$ cat src/rtl/ram_stim_pkg.sv
// Shared state, pattern-mode and LFSR definitions for the RAM exerciser.
package ram_stim_pkg;

    typedef enum logic [2:0] {
        IDLE,
        CLR,
        WR,
        RD,
        DONE
    } state_t;

    typedef enum logic [1:0] {
        MODE_INC  = 2'd0,
        MODE_WALK = 2'd1,
        MODE_INV  = 2'd2,
        MODE_LFSR = 2'd3
    } mode_t;

    // Galois right-shift masks; bit k-1 set for each x^k term of the polynomial.
    function automatic logic [63:0] lfsr_taps(input int unsigned width);
        case (width)
            3:       return 64'h6;
            4:       return 64'hC;
            5:       return 64'h14;
            6:       return 64'h30;
            7:       return 64'h60;
            8:       return 64'hB8;
            16:      return 64'hB400;
            default: return 64'h1 << (width - 1);
        endcase
    endfunction

endpackage

$ cat src/rtl/ram_stim_gen_if.sv
// RAM-side bus of the exerciser: clear, write strobe, address, write data and read data.
interface ram_stim_gen_if #(
    parameter int unsigned ADDR_W = 8,
    parameter int unsigned DATA_W = 8
);
    logic              aclr;
    logic              wren;
    logic [ADDR_W-1:0] addr;
    logic [DATA_W-1:0] data;
    logic [DATA_W-1:0] q;

    modport master (output aclr, wren, addr, data, input q);
    modport slave  (input aclr, wren, addr, data, output q);
endinterface

$ cat src/rtl/ram_pat_gen.sv
// Pattern generator shared by the write and read sweeps; load restarts the sequence.
module ram_pat_gen
    import ram_stim_pkg::*;
#(
    parameter int unsigned ADDR_W    = 8,
    parameter int unsigned DATA_W    = 8,
    parameter int unsigned DATA_SEED = 1
) (
    input  logic              clk,
    input  logic              rst_n,
    input  logic              load,
    input  logic              step,
    input  mode_t             mode,
    output logic [DATA_W-1:0] value
);

    localparam logic [DATA_W-1:0] TAPS      = DATA_W'(lfsr_taps(DATA_W));
    localparam logic [DATA_W-1:0] SEED      = DATA_W'(DATA_SEED);
    localparam logic [DATA_W-1:0] LFSR_SEED = (SEED == '0) ? DATA_W'(1) : SEED;

    logic [ADDR_W-1:0] idx;
    logic [ADDR_W-1:0] idx_inv;
    logic [DATA_W-1:0] acc;
    logic [DATA_W-1:0] acc_init;
    logic [DATA_W-1:0] acc_next;

    always_comb begin
        acc_init = SEED;
        acc_next = acc + DATA_W'(1);
        case (mode)
            MODE_WALK: begin
                acc_init = DATA_W'(1);
                acc_next = {acc[DATA_W-2:0], acc[DATA_W-1]};
            end
            MODE_LFSR: begin
                acc_init = LFSR_SEED;
                acc_next = (acc >> 1) ^ (acc[0] ? TAPS : '0);
            end
            default: ;
        endcase
    end

    // Invert at address width first so widening to DATA_W zero-fills.
    assign idx_inv = ~idx;
    assign value   = (mode == MODE_INV) ? DATA_W'(idx_inv) : acc;

    always_ff @(posedge clk) begin
        if (!rst_n) begin
            idx <= '0;
            acc <= '0;
        end else if (load) begin
            idx <= '0;
            acc <= acc_init;
        end else if (step) begin
            idx <= idx + ADDR_W'(1);
            acc <= acc_next;
        end
    end

endmodule

$ cat src/rtl/ram_stim_gen.sv
// RAM exerciser: clear, pattern write sweep, readback compare with saturating error count.
module ram_stim_gen
    import ram_stim_pkg::*;
#(
    parameter int unsigned ADDR_W    = 8,
    parameter int unsigned DATA_W    = 8,
    parameter int unsigned ADDR_MAX  = 10,
    parameter int unsigned DIV       = 3,
    parameter int unsigned RD_LAT    = 1,
    parameter int unsigned DATA_SEED = 1
) (
    input  logic                  clk,
    input  logic                  rst_n,
    input  logic                  start,
    input  logic [1:0]            mode,
    ram_stim_gen_if.master        ram,
    output logic                  busy,
    output logic                  done,
    output logic [ADDR_W:0]       err_cnt,
    output logic                  pass
);

    localparam int unsigned ERR_W = ADDR_W + 1;
    // Never sample q before the RAM can have answered, even if DIV is set too low.
    localparam int unsigned DIV_EFF = (DIV > RD_LAT) ? DIV : RD_LAT + 1;
    localparam int unsigned CNT_W   = (DIV_EFF > 1) ? $clog2(DIV_EFF) : 1;

    state_t            state_q, state_d;
    mode_t             mode_q;
    logic [CNT_W-1:0]  div_cnt;
    logic [ADDR_W-1:0] addr_q;
    logic [DATA_W-1:0] pat_value;
    logic              pat_load, pat_step;
    logic              tick, last, mismatch;

    assign tick     = (div_cnt == CNT_W'(DIV_EFF - 1));
    assign last     = (addr_q == ADDR_W'(ADDR_MAX));
    assign mismatch = (ram.q != pat_value);
    assign busy     = (state_q != IDLE);
    assign ram.addr = addr_q;
    assign ram.data = ram.wren ? pat_value : '0;

    ram_pat_gen #(
        .ADDR_W    (ADDR_W),
        .DATA_W    (DATA_W),
        .DATA_SEED (DATA_SEED)
    ) u_pat (
        .clk   (clk),
        .rst_n (rst_n),
        .load  (pat_load),
        .step  (pat_step),
        .mode  (mode_q),
        .value (pat_value)
    );

    always_comb begin
        state_d  = state_q;
        ram.aclr = 1'b0;
        ram.wren = 1'b0;
        done     = 1'b0;
        pat_load = 1'b0;
        pat_step = 1'b0;
        case (state_q)
            IDLE: if (start) state_d = CLR;
            CLR: begin
                ram.aclr = 1'b1;
                pat_load = 1'b1;
                state_d  = WR;
            end
            WR: begin
                ram.wren = 1'b1;
                if (tick) begin
                    if (last) begin
                        state_d  = RD;
                        pat_load = 1'b1;
                    end else begin
                        pat_step = 1'b1;
                    end
                end
            end
            RD: begin
                if (tick) begin
                    if (last) state_d = DONE;
                    else      pat_step = 1'b1;
                end
            end
            DONE: begin
                done    = 1'b1;
                state_d = IDLE;
            end
            default: state_d = IDLE;
        endcase
    end

    always_ff @(posedge clk) begin
        if (!rst_n) begin
            state_q <= IDLE;
            mode_q  <= MODE_INC;
            div_cnt <= '0;
            addr_q  <= '0;
            err_cnt <= '0;
            pass    <= 1'b0;
        end else begin
            state_q <= state_d;
            if (state_d != state_q || tick || !(state_q inside {WR, RD}))
                div_cnt <= '0;
            else
                div_cnt <= div_cnt + CNT_W'(1);
            case (state_q)
                IDLE: begin
                    if (start) begin
                        mode_q  <= mode_t'(mode);
                        err_cnt <= '0;
                        pass    <= 1'b0;
                    end
                end
                CLR: addr_q <= '0;
                WR: if (tick) addr_q <= last ? '0 : addr_q + ADDR_W'(1);
                RD: begin
                    if (tick) begin
                        if (mismatch && err_cnt != '1) err_cnt <= err_cnt + ERR_W'(1);
                        addr_q <= last ? '0 : addr_q + ADDR_W'(1);
                    end
                end
                DONE: pass <= (err_cnt == '0);
                default: ;
            endcase
        end
    end

endmodule

$ cat src/flat_wrapper.sv
// flat-port wrapper written by rule: the top's interface ports become plain ports
module ram_stim_gen_flat import ram_stim_pkg::*;
#(
    parameter int unsigned ADDR_W    = 8,
    parameter int unsigned DATA_W    = 8,
    parameter int unsigned ADDR_MAX  = 10,
    parameter int unsigned DIV       = 3,
    parameter int unsigned RD_LAT    = 1,
    parameter int unsigned DATA_SEED = 1
)
  (clk, rst_n, start, mode, busy, done, err_cnt, pass, ram_aclr, ram_wren, ram_addr, ram_data, ram_q);
  ram_stim_gen_if #(.ADDR_W(ADDR_W), .DATA_W(DATA_W)) ram_i ();
  input  logic clk;
  input  logic rst_n;
  input  logic start;
  input  logic [1:0] mode;
  output logic busy;
  output logic done;
  output logic [ADDR_W:0] err_cnt;
  output logic pass;
  output wire logic [$bits(ram_i.aclr)-1:0] ram_aclr;
  output wire logic [$bits(ram_i.wren)-1:0] ram_wren;
  output wire logic [$bits(ram_i.addr)-1:0] ram_addr;
  output wire logic [$bits(ram_i.data)-1:0] ram_data;
  input wire logic [$bits(ram_i.q)-1:0] ram_q;
  assign ram_aclr = ram_i.aclr;
  assign ram_wren = ram_i.wren;
  assign ram_addr = ram_i.addr;
  assign ram_data = ram_i.data;
  assign ram_i.q = ram_q;
  ram_stim_gen #(.ADDR_W(ADDR_W), .DATA_W(DATA_W), .ADDR_MAX(ADDR_MAX), .DIV(DIV), .RD_LAT(RD_LAT), .DATA_SEED(DATA_SEED)) u_core (.clk(clk), .rst_n(rst_n), .start(start), .mode(mode), .ram(ram_i), .busy(busy), .done(done), .err_cnt(err_cnt), .pass(pass));
endmodule
$ cat config.mk
export PLATFORM = sky130hd
export DESIGN_NAME = ram_stim_gen_flat
export DESIGN_NICKNAME = d
export VERILOG_FILES = /design/src/rtl/ram_stim_pkg.sv /design/src/rtl/ram_stim_gen_if.sv /design/src/rtl/ram_pat_gen.sv /design/src/rtl/ram_stim_gen.sv /design/src/flat_wrapper.sv
export SDC_FILE = /design/constraint.sdc
export NUM_CORES = 1
export LEC_CHECK = 0
export BUFFER_PORTS_ARGS = -buffer_cell sky130_fd_sc_hd__clkbuf_2
export CAP_MARGIN = 20
export CORE_MARGIN = 2
export CORE_UTILIZATION = 30
export CTS_BUF_LIST = sky130_fd_sc_hd__clkbuf_16
export CTS_CLUSTER_SIZE = 16
export DETAILED_ROUTE_END_ITERATION = 10
export PLACE_DENSITY_LB_ADDON = 0.05
export RECOVER_POWER = 50
export SYNTH_ARGS = -nofsm -noshare
export SYNTH_HDL_FRONTEND = slang
export SYNTH_SLANG_ARGS = --single-unit
$ cat constraint.sdc
create_clock -name clk -period 2.25 [get_ports clk]
set_clock_uncertainty 0.15 [all_clocks]
set_input_delay 0 -clock clk [delete_from_list [all_inputs] [get_ports clk]]
set_output_delay 0 -clock clk [all_outputs]
set_load 0.02 [all_outputs]
==> reports/metrics.cfg, run 1 <==
[status]
status = completed

[global_routing]
grt_usage_pct = 14.9
overflow = 0
grt_first_pass_wirelength_mm = 11.5
grt_max_degree = 16
antenna_found_initial = 0
grt_pass1_vias = 2268

[timing]
relSlewSlack_pct = 52.9
min_period_over_period_pct = 94.2
max_freq_ghz = 0.472
hold_viol = 0
setup_viol = 0
slew_violations = 0
tightest_slew_ps = 706
setup_tns_ps = 0
min_period_ps = 2120
rsz0062_at_grt = no

[logic_synthesis]
postSynthCellCount = 317
yosys_most_used_dff = dfxtp_1
synth_nets = 338
ys_seq_area_share_pct = 31.7
async_flop_share_pct = 0
synth_edf_count = 0
synth_area_sq_um = 2590
ys_seq_elements = 41
ys_warn_count = 0
syn_area_per_cell_sq_um = 8.16
synthDistinctLibCells = 48

[finish]
num_antenna_cells = 0
syn2layout_area_growth_pct = 27.7
layout_commonest_cell = dfxtp_1
nFillCells = 876
final_cell_mix = 41 x dfxtp_1, 34 x nor2_1, 31 x nand2_1, 31 x buf_4, 28 x clkbuf_1
regArea_sq_um = 821
multiInputGateArea_sq_um = 1660
final_area_sq_um = 3300
drive_above_1_share_pct = 18.4
nets = 406

[floorplan]
initial_core_util_pct = 31.2
die_x_um = 96.9
die_area_sq_um = 9380
rows = 33
dieHeight_um = 96.9
io_pins = 43
core_area_sq_um = 8300

[critical_path]
cp.required_ps = 2320
r2r-start = u_core.ram.addr[0]
worstSetupPathType = reg2reg
arrival_ps = 2190
cp_max_fo = 8
r2r-end = u_core.u_pat.acc[7]
worstPathCellList = inv_1 -> ha_1 -> nor4b_1 -> buf_4 -> a31o_4 -> or4_1 -> a21o_1 -> a21oi_1
reg2regPathDepth = 8
cp_slowest_stage_delay_ps = 500
reg2reg_slack_ps = 130
endpoint_kind = register
critPathLaunchType = register
crit_buf_inv = 2
slowest_stage = or4_1
cp_top_family = simple AND/OR/NAND/NOR gates

[power_and_ir_drop]
peakVddDrop_mv = 0.340
p_leak_nw = 1.29
powerDensity_nw_per_um2 = 583

[placed_design]
hpwlAfterDp_mm = 5.17
postPlaceCellArea_sq_um = 3120
place.port_buffers = 42
gp_congestion = 0.782

[worst_hold_path]
hp-class = in2reg
min_path_cells = 3
min_to = u_core.err_cnt[8]
hold_start = rst_n

[clocking]
clk-insertion-delay-late_ps = 290
path_clk_slew_ps = 70
cts_root_buffer = clkbuf_16
cts.path.max_buffers = 2
cts_inserted_buffers = 5
cts_tree = built
htreeDepth = 2
clock_sinks = 41

[flow_run]
drv_cap = 0

[drt]
vias_per_cell = 4.93
drtIter0Drc = 72
vias = 2422
first_pass_iters = 4
wire_per_inst_um = 13.9
antenna_left = 0
wirelength_mm = 6.83
remaining_drc_errors = 0

==> how the worst max path moves through the flow <==
stage                          end  cells past startpoint                from  slack (ps)
2_1_floorplan  u_core.u_pat.acc[7]                      7  u_core.ram.addr[0]          40
3_3_place_gp   u_core.u_pat.acc[7]                      8  u_core.ram.addr[0]         130
3_5_place_dp   u_core.u_pat.acc[7]                      8  u_core.ram.addr[0]         100
4_1_cts        u_core.u_pat.acc[7]                      8  u_core.ram.addr[0]          80
5_1_grt        u_core.u_pat.acc[5]                      8  u_core.ram.addr[0]           9
6_report       u_core.u_pat.acc[7]                      8  u_core.ram.addr[0]         130
==> power by group <==
| group | internal, mW | leakage [nW] | switching, mW | total, mW |
|---|---|---|---|---|
| Clock | 0.634 | 0.0938 | 0.299 | 0.933 |
| Sequential | 0.737 | 0.331 | 0.0132 | 0.750 |
| Combinational | 0.0975 | 0.862 | 0.144 | 0.242 |
| Total | 1.47 | 1.29 | 0.457 | 1.93 |
==> cells by family (layout without fill, tap and decap cells) <==
logic type	Yosys count	in the layout	synth area share, %
xor gates and xnor gates	27	27	9.14
DFF	41	41	31.7
adders and majority gates	8	8	3.87
muxes	17	17	6.77
buffers and inverters	28	97	4.55
and+or+nand+nor	138	138	28.0
AOI/OAI and AO/OA	58	58	16.0
==> stage by stage <==
step	util (%)	setup slack [ps]	total power, mW	hold slack [ps]	instances
3_5_place_dp	37.6	103	1.01	132	481
2_1_floorplan	-	43.2	0.919	5.82	317
3_3_place_gp	37.6	133	1.01	136	481
5_1_grt	39.8	9.13	2.01	34.2	491
6_report	39.8	130	1.93	2.42	491
4_1_cts	40.1	79.5	1.95	9.21	491
==> routing by layer <==
metal	vias up	share of wire (%)	track usage, %	wire length, um
li1	1261	-	-	-
met1	1119	51	21.2	3460
met2	38	46	23.2	3110
met3	4	3.1	3.03	215
met4	0	0.59	3.47	40
met5	-	0	0	0
==> state kept, by name, indices dropped and copies added (netlist names) <==
| register | flops |
|---|---|
| u_core.pass | 1 |
| u_core.ram.addr | 8 |
| u_core.u_pat.acc | 8 |
| u_core.u_pat.idx | 8 |
| u_core.err_cnt | 9 |
| u_core.mode_q | 2 |
| u_core.div_cnt | 2 |
| u_core.state_q | 3 |
==> layout make-up <==
cell class / instances / share of cell area [%]
sequential: 41 / 24.8
tap: 105 / 3.98
multi-input combinational: 248 / 50.3
timing repair buffer: 77 / 13.7
clock buffer: 5 / 3.79
inverter: 12 / 1.36
clock inverter: 3 / 1.97
==> synth_stat cells, types with 3 or more instances <==
cell type  number  share of area (%)
nor3_1          6                1.2
and3_1          8                1.9
a22oi_1         6                1.7
mux2i_1        13                5.0
buf_2           7                1.4
xnor2_1        16                5.4
nor2_1         34                4.9
nor2b_1         5                1.2
nand2_1        31                4.5
nand4_1        18                4.4
or3_1           4               0.97
a21o_1          4                1.2
dfxtp_1        41                 32
clkbuf_1        7                1.0
o21ai_0         4               0.77
inv_1          12                1.7
xor2_1         11                3.7
a31oi_1         8                1.9
mux2_2          4                1.7
ha_1            8                3.9
a211oi_1        3               0.87
a21oi_1        20                3.9
nand2b_1        9                2.2
nand3_1         6                1.2
==> what timing repair did <==
action                                  in CTS  in global routing
hold buffers                                 2                  0
buffers inserted                             0                  0
gates resized for setup                      0                  1
hold endpoints to repair                     2                  0
endpoints found under the setup margin       0                  1
==> tightest hold or removal path: stages <==
cell and delay, ps:
clkbuf_2 210, nand2_1 110, mux2i_1 60
Power figures use the tool's default switching activity.
==> run 2, diff against run 1 <==
- PLACE_DENSITY: not set -> 0.51
- PLACE_DENSITY_LB_ADDON: 0.05 -> not set
==> run 2 against run 1 <==
  * Fmax is 0.12% lower
  * Register-to-register slack is essentially flat
  * Final area shrank 2.1%
  * Critical endpoint unchanged
  * Largest cell class unchanged
==> reports/metrics.cfg, run 2 (synthesis results as in run 1) <==
[finish]
final_area_sq_um = 3230  ; -2.1%
final_cell_mix = 40 x dfxtp_1, 34 x nor2_1, 31 x nand2_1
nFillCells = 901  ; +2.9%
drive_above_1_share_pct = 17.8  ; -0.64 points
nets = 403  ; -0.74%
largest_reg_flops = 9  ; unchanged
largest-register = u_core.err_cnt
layout_commonest_cell = dfxtp_1
syn2layout_area_growth_pct = 25.0
num_antenna_cells = 0  ; unchanged

[clocking]
cts_inserted_buffers = 5  ; unchanged
path_clk_slew_ps = 60  ; about the same
clk-insertion-delay-late_ps = 290  ; about the same
cts.path.max_buffers = 2  ; unchanged
cts_root_buffer = clkbuf_16
htreeDepth = 2  ; unchanged
clock_sinks = 41  ; unchanged
cts_tree = built

[timing]
min_period_ps = 2120  ; +2.44 ps
setup_viol = 0  ; unchanged
slew_violations = 0  ; unchanged
setup_tns_ps = 0  ; unchanged
max_freq_ghz = 0.471  ; -0.12%
setup_slack_ps = 127  ; -2.44 ps
min_period_over_period_pct = 94.3  ; +0.11 points
worst_hold_slack_ps = 117  ; +115 ps
rsz0062_at_grt = no
tightest_slew_ps = 710  ; +4.27 ps
relSlewSlack_pct = 52.6  ; -0.28 points
hold_viol = 0  ; unchanged

[floorplan]
initial_core_util_pct = 31.2  ; unchanged
rows = 33  ; unchanged
core_area_sq_um = 8300  ; unchanged
die_x_um = 96.9  ; unchanged
io_pins = 43  ; unchanged
die_area_sq_um = 9380  ; unchanged
dieHeight_um = 96.9  ; unchanged

[status]
status = completed

[critical_path]
cp.required_ps = 2310  ; about the same
cp_slowest_stage_delay_ps = 520  ; +20 ps
arrival_ps = 2180  ; about the same
cp_top_family = simple AND/OR/NAND/NOR gates
crit_buf_inv = 1  ; -1
critPathLaunchType = register
worstSetupPathType = reg2reg
slowest_stage = or4_1
endpoint_kind = register
cp_max_fo = 15  ; +7
worstPathCellList = inv_1 -> ha_1 -> nor4b_2 -> a31o_2 -> or4_1 -> a21o_1 -> a21oi_1

[drt]
wirelength_mm = 6.76  ; -1.0%
vias = 2513  ; +3.8%
vias_per_cell = 5.15  ; +4.4%
antenna_left = 0  ; unchanged
remaining_drc_errors = 0  ; unchanged
first_pass_iters = 4  ; unchanged
wire_per_inst_um = 13.9  ; -0.42%
drtIter0Drc = 110  ; +53%

[global_routing]
use_met2_pct = 23.3  ; +0.11 points
antenna_found_initial = 0  ; unchanged
busiest_layer = met2
grt_max_degree = 16  ; unchanged
grt_usage_pct = 14.5  ; -0.41 points
grt_first_pass_wirelength_mm = 11.5  ; about the same
met3_usage_pct = 2.60  ; -0.43 points
grt_pass1_vias = 2383  ; +5.1%
overflow = 0  ; unchanged
use_met1_pct = 20.2  ; -1.0 points

[power_and_ir_drop]
powerDensity_nw_per_um2 = 529  ; -9.3%
p_leak_nw = 1.25  ; -3.0%
power_mw = 1.71  ; -11%
peakVddDrop_mv = 0.281  ; -17%

[worst_hold_path]
hp-class = in2reg

[flow_run]
drv_cap = 0  ; unchanged

[placed_design]
hpwlAfterDp_mm = 5.08  ; -1.7%
place.port_buffers = 42  ; unchanged
gp_congestion = 0.791  ; +1.1%
postPlaceCellArea_sq_um = 3090  ; -0.96%
pre_cts_slack_ps = 97.7  ; -5.31 ps

==> run 2: changes by cell type in the layout (fill, tap and decap cells not counted), sizes merged <==
cell	previous run	this run
buf	32	28
clkinv	1	3
dlygate4sd3	2	3
bufinv	2	0
==> run 2: layer usage <==
layer / vias to the layer above / wire length (um)
met5: - / 0
met4: 0 / 76
met3: 8 / 269
met2: 60 / 3090
met1: 1192 / 3320
li1: 1253 / -
==> run 2: path summary, 6_finish.rpt <==
kind | start | to | slack, ps | cells after the start
min | start | u_core.state_q[0] | 120 | 4
max | u_core.ram.addr[0] | u_core.u_pat.acc[7] | 130 | 7
max reg2reg | u_core.ram.addr[0] | u_core.u_pat.acc[7] | 130 | 7
min reg2reg | u_core.div_cnt[0] | u_core.div_cnt[0] | 280 | 1
==> run 2: worst register-to-register path, delay by kind of cell (launching register included) <==
kind | cells | cell delay [ps]
AO/OA/AOI/OAI | 3 | 660
adder cells (fa/ha/maj) | 1 | 180
buffers and inverters | 1 | 50
flip-flops | 1 | 320
AND/OR/NAND/NOR | 2 | 700
==> run 2: timing repair <==
action,4_1_cts,5_1_grt
hold buffers,3,0
buffers inserted,0,0
hold endpoints to repair,3,0
setup endpoints to repair,0,19
gates resized for setup,0,2
==> run 2: where the power goes <==
part	internal, mW	total (mW)	switching, mW
clock	0.408	0.719	0.311
sequential	0.737	0.750	0.0130
combinational	0.0985	0.242	0.144
==> run 2: cell type report <==
class	instances	area (sq um)	area share [%]
Multi-Input combinational cell	248	1660	51.3
Sequential cell	41	822	25.4
Timing Repair Buffer	74	433	13.4
Tap cell	105	131	4.06
Clock buffer	5	125	3.87
Inverter	12	45.0	1.39
Clock inverter	3	17.5	0.542
==> run 2: metrics by stage <==
stage,utilization (%),std cells
after floorplan,-,317
after CTS,39.3,488
after detailed placement,37.3,477
after global placement,37.3,477
after global routing,39.0,488
final,39.0,488
==> run 3, diff against run 2 <==
- ABC_AREA: not set -> 1
==> run 3 against run 2 <==
  * Sequential power is essentially flat
  * Via count grew 7.2%
  * Count of clock-buffer cells in the layout is the same
  * Global-route usage shrank 0.11 points
  * Hold slack lost 66 ps
  * Critical endpoint is now u_core.err_cnt[7]
  * Largest cell class unchanged
  * Largest power group is now the clock network
==> reports/metrics.cfg, run 3 <==
[status]
status = completed

[critical_path]
endpoint_kind = register
worstSetupPathType = reg2reg
crit_buf_inv = 0  ; -1
endpoint = u_core.err_cnt[7]
crit_start = u_core.err_cnt[0]
cpMostUsedCell = nand2_1
critPathLaunchType = register
cp_slowest_stage_delay_ps = 350  ; -170 ps
cp_max_fo = 10  ; -5
cp.depth = 11  ; +4
worstPathCellList = ha_1 -> nand2_1 -> nor3_1 -> nand2_1 -> nor2_1 -> ha_1 -> nor3_2 -> nand2_4 -> nand2_4 -> nand2_1 -> a21oi_1
r2r-start = u_core.err_cnt[0]
r2r-end = u_core.err_cnt[7]
reg2regPathDepth = 11  ; +4
cp_top_family = simple AND/OR/NAND/NOR gates
cp.required_ps = 2320  ; about the same
arrival_ps = 2070  ; -110 ps
slowest_stage = dfxtp_1
reg2reg_slack_ps = 250  ; +120 ps

[timing]
tightest_slew_ps = 576  ; -134 ps
max_freq_ghz = 0.500  ; +6.2%
hold_viol = 0  ; unchanged
setup_viol = 0  ; unchanged
setup_slack_ps = 252  ; +124 ps
slew_violations = 0  ; unchanged
min_period_over_period_pct = 88.8  ; -5.5 points
setup_tns_ps = 0  ; unchanged
rsz0062_at_grt = no
min_period_ps = 2000  ; -124 ps
relSlewSlack_pct = 61.3  ; +8.7 points

[finish]
utilization_pct = 36.6  ; -2.4 points
drive_above_1_share_pct = 12.9  ; -4.8 points
largest-register = u_core.err_cnt
largest_reg_flops = 9  ; unchanged
layout_commonest_cell = nand2_1
fin_cells = 557  ; +14%
num_antenna_cells = 0  ; unchanged
syn2layout_area_growth_pct = 20.0
nets = 470  ; +17%
final_cell_mix = 87 x nand2_1, 46 x inv_1, 44 x a21oi_1

[logic_synthesis]
postSynthCellCount = 395  ; +25%
yosys.cell_count.top_type = nand2_1
ys_warn_count = 0  ; unchanged
yosysTopAreaCell = dfxtp_1
synth_common_cells = 87 x nand2_1, 46 x inv_1, 44 x a21oi_1
yosys.area.top_type_share_pct = 31.3  ; -0.38 points
synthTopCellsByArea = dfxtp_1 31%, nand2_1 12%, a21oi_1 8.4%
yosys_most_used_dff = dfxtp_1
synthDistinctLibCells = 38  ; -21%
syn_area_per_cell_sq_um = 6.63  ; -19%
synth_area_sq_um = 2620  ; +1.2%
ys_seq_elements = 41  ; unchanged
synth_nets = 416  ; +23%
async_flop_share_pct = 0  ; unchanged
synth_edf_count = 0  ; unchanged
ys_seq_area_share_pct = 31.3  ; -0.38 points

[global_routing]
grt_first_pass_wirelength_mm = 11.4  ; -0.96%
grt_usage_pct = 14.4  ; -0.11 points
grt_pass1_vias = 2376  ; -0.29%
grt_max_degree = 16  ; unchanged
antenna_found_initial = 0  ; unchanged
overflow = 0  ; unchanged

[placed_design]
hpwlAfterDp_mm = 5.18  ; +2.0%
gp_congestion = 0.814  ; +2.9%
dpl.cell_count = 546  ; +14%
pre_cts_slack_ps = 252  ; +154 ps
place.port_buffers = 42  ; unchanged

[clocking]
cts-resized-gates = 0  ; unchanged
htreeDepth = 2  ; unchanged
cts.path.max_buffers = 2  ; unchanged
cts_inserted_buffers = 5  ; unchanged
cts_root_buffer = clkbuf_16
clk-insertion-delay-late_ps = 280  ; about the same
cts_tree = built
path_clk_slew_ps = 60  ; about the same
clock_sinks = 41  ; unchanged

[drt]
first_pass_iters = 4  ; unchanged
remaining_drc_errors = 0  ; unchanged
antenna_left = 0  ; unchanged
wirelength_mm = 6.74  ; -0.34%
drtIter0Drc = 111  ; +0.91%
vias = 2695  ; +7.2%
wire_per_inst_um = 12.1  ; -13%
vias_per_cell = 4.84  ; -6.0%

[floorplan]
initial_core_util_pct = 30.5  ; -0.70 points
dieHeight_um = 97.4  ; +0.58%
rows = 34  ; +3.0%
core_area_sq_um = 8590  ; +3.5%
die_x_um = 97.4  ; +0.58%
die_area_sq_um = 9490  ; +1.2%
io_pins = 43  ; unchanged

[flow_run]
drv_cap = 0  ; unchanged

[power_and_ir_drop]
powerDensity_nw_per_um2 = 572  ; +8.2%
p_leak_nw = 1.19  ; -4.9%
peakVddDrop_mv = 0.330  ; +18%

[worst_hold_path]
hp-class = in2reg
min_path_cells = 4  ; unchanged

## run 3: cell count changes after synthesis, sizes merged, moves of 8 or more
cell | previous run | this run
nand2 | 31 | 96
inv | 12 | 49
nand3 | 6 | 38
a21oi | 20 | 45
o21ai | 4 | 25
xnor2 | 16 | 0
nand4 | 18 | 3
nor3 | 6 | 20
mux2i | 13 | 0
nand2b | 9 | 0
a31oi | 9 | 1
and3 | 9 | 1
## run 3: final cells by class
class                           count  area (sq um)
Fill cell                         963          5450
Multi-Input combinational cell    295          1530
Sequential cell                    41           821
Timing Repair Buffer               57           305
Inverter                           49           191
Tap cell                          108           135
Clock buffer                        5           125
Clock inverter                      2          35.0
## run 3: worst min-delay path by stage
stage,startpoint,endpoint,slack [ps]
floorplan,rst_n,u_core.err_cnt[0],-10
global placement,mode[0],u_core.mode_q[0],170
detailed placement,mode[0],u_core.mode_q[0],160
CTS,start,u_core.mode_q[0],40
global route,start,u_core.mode_q[0],80
finish,start,u_core.mode_q[0],50
## run 3: repair_timing
action,CTS,global route
hold buffers,4,0
endpoints found under the hold margin,11,0
buffers inserted,0,0
## run 3: metrics by stage
stage | total power [mW] | hold WS [ps] | instance area, sq um
after floorplan | 0.941 | -13.9 | 2620
after global placement | 1.01 | 166 | 2980
after detailed placement | 1.01 | 161 | 2980
after CTS | 1.82 | 44.3 | 3180
after global routing | 1.88 | 79.9 | 3140
final | 1.80 | 51.1 | 3140
## run 3: where the power goes
| part | internal [mW] | switching [mW] | total, mW |
|---|---|---|---|
| sequential | 0.737 | 0.0139 | 0.751 |
| clock | 0.515 | 0.290 | 0.805 |
| combinational | 0.0842 | 0.158 | 0.243 |
## run 3: kinds of logic (layout without fill, tap and decap cells)
family | Yosys count | after routing | synth area share (%)
compound gates | 78 | 78 | 16.0
buf+inv | 59 | 113 | 9.99
flops | 41 | 41 | 31.3
xor+xnor | 8 | 8 | 2.68
simple gates | 201 | 201 | 36.2
fa+ha+maj | 8 | 8 | 3.82
## run 3: metal layers
metal	vias to the layer above	wire length, um	global-route usage, %
met5	-	0	0
met4	0	79	4.17
met3	7	338	2.52
met2	71	2900	22.2
met1	1203	3420	20.6
li1	1414	-	-
## run 3: worst min-delay path, stage by stage
cell and delay, ps:
clkbuf_2 80, nand3_1 70, buf_4 210, a21oi_1 90
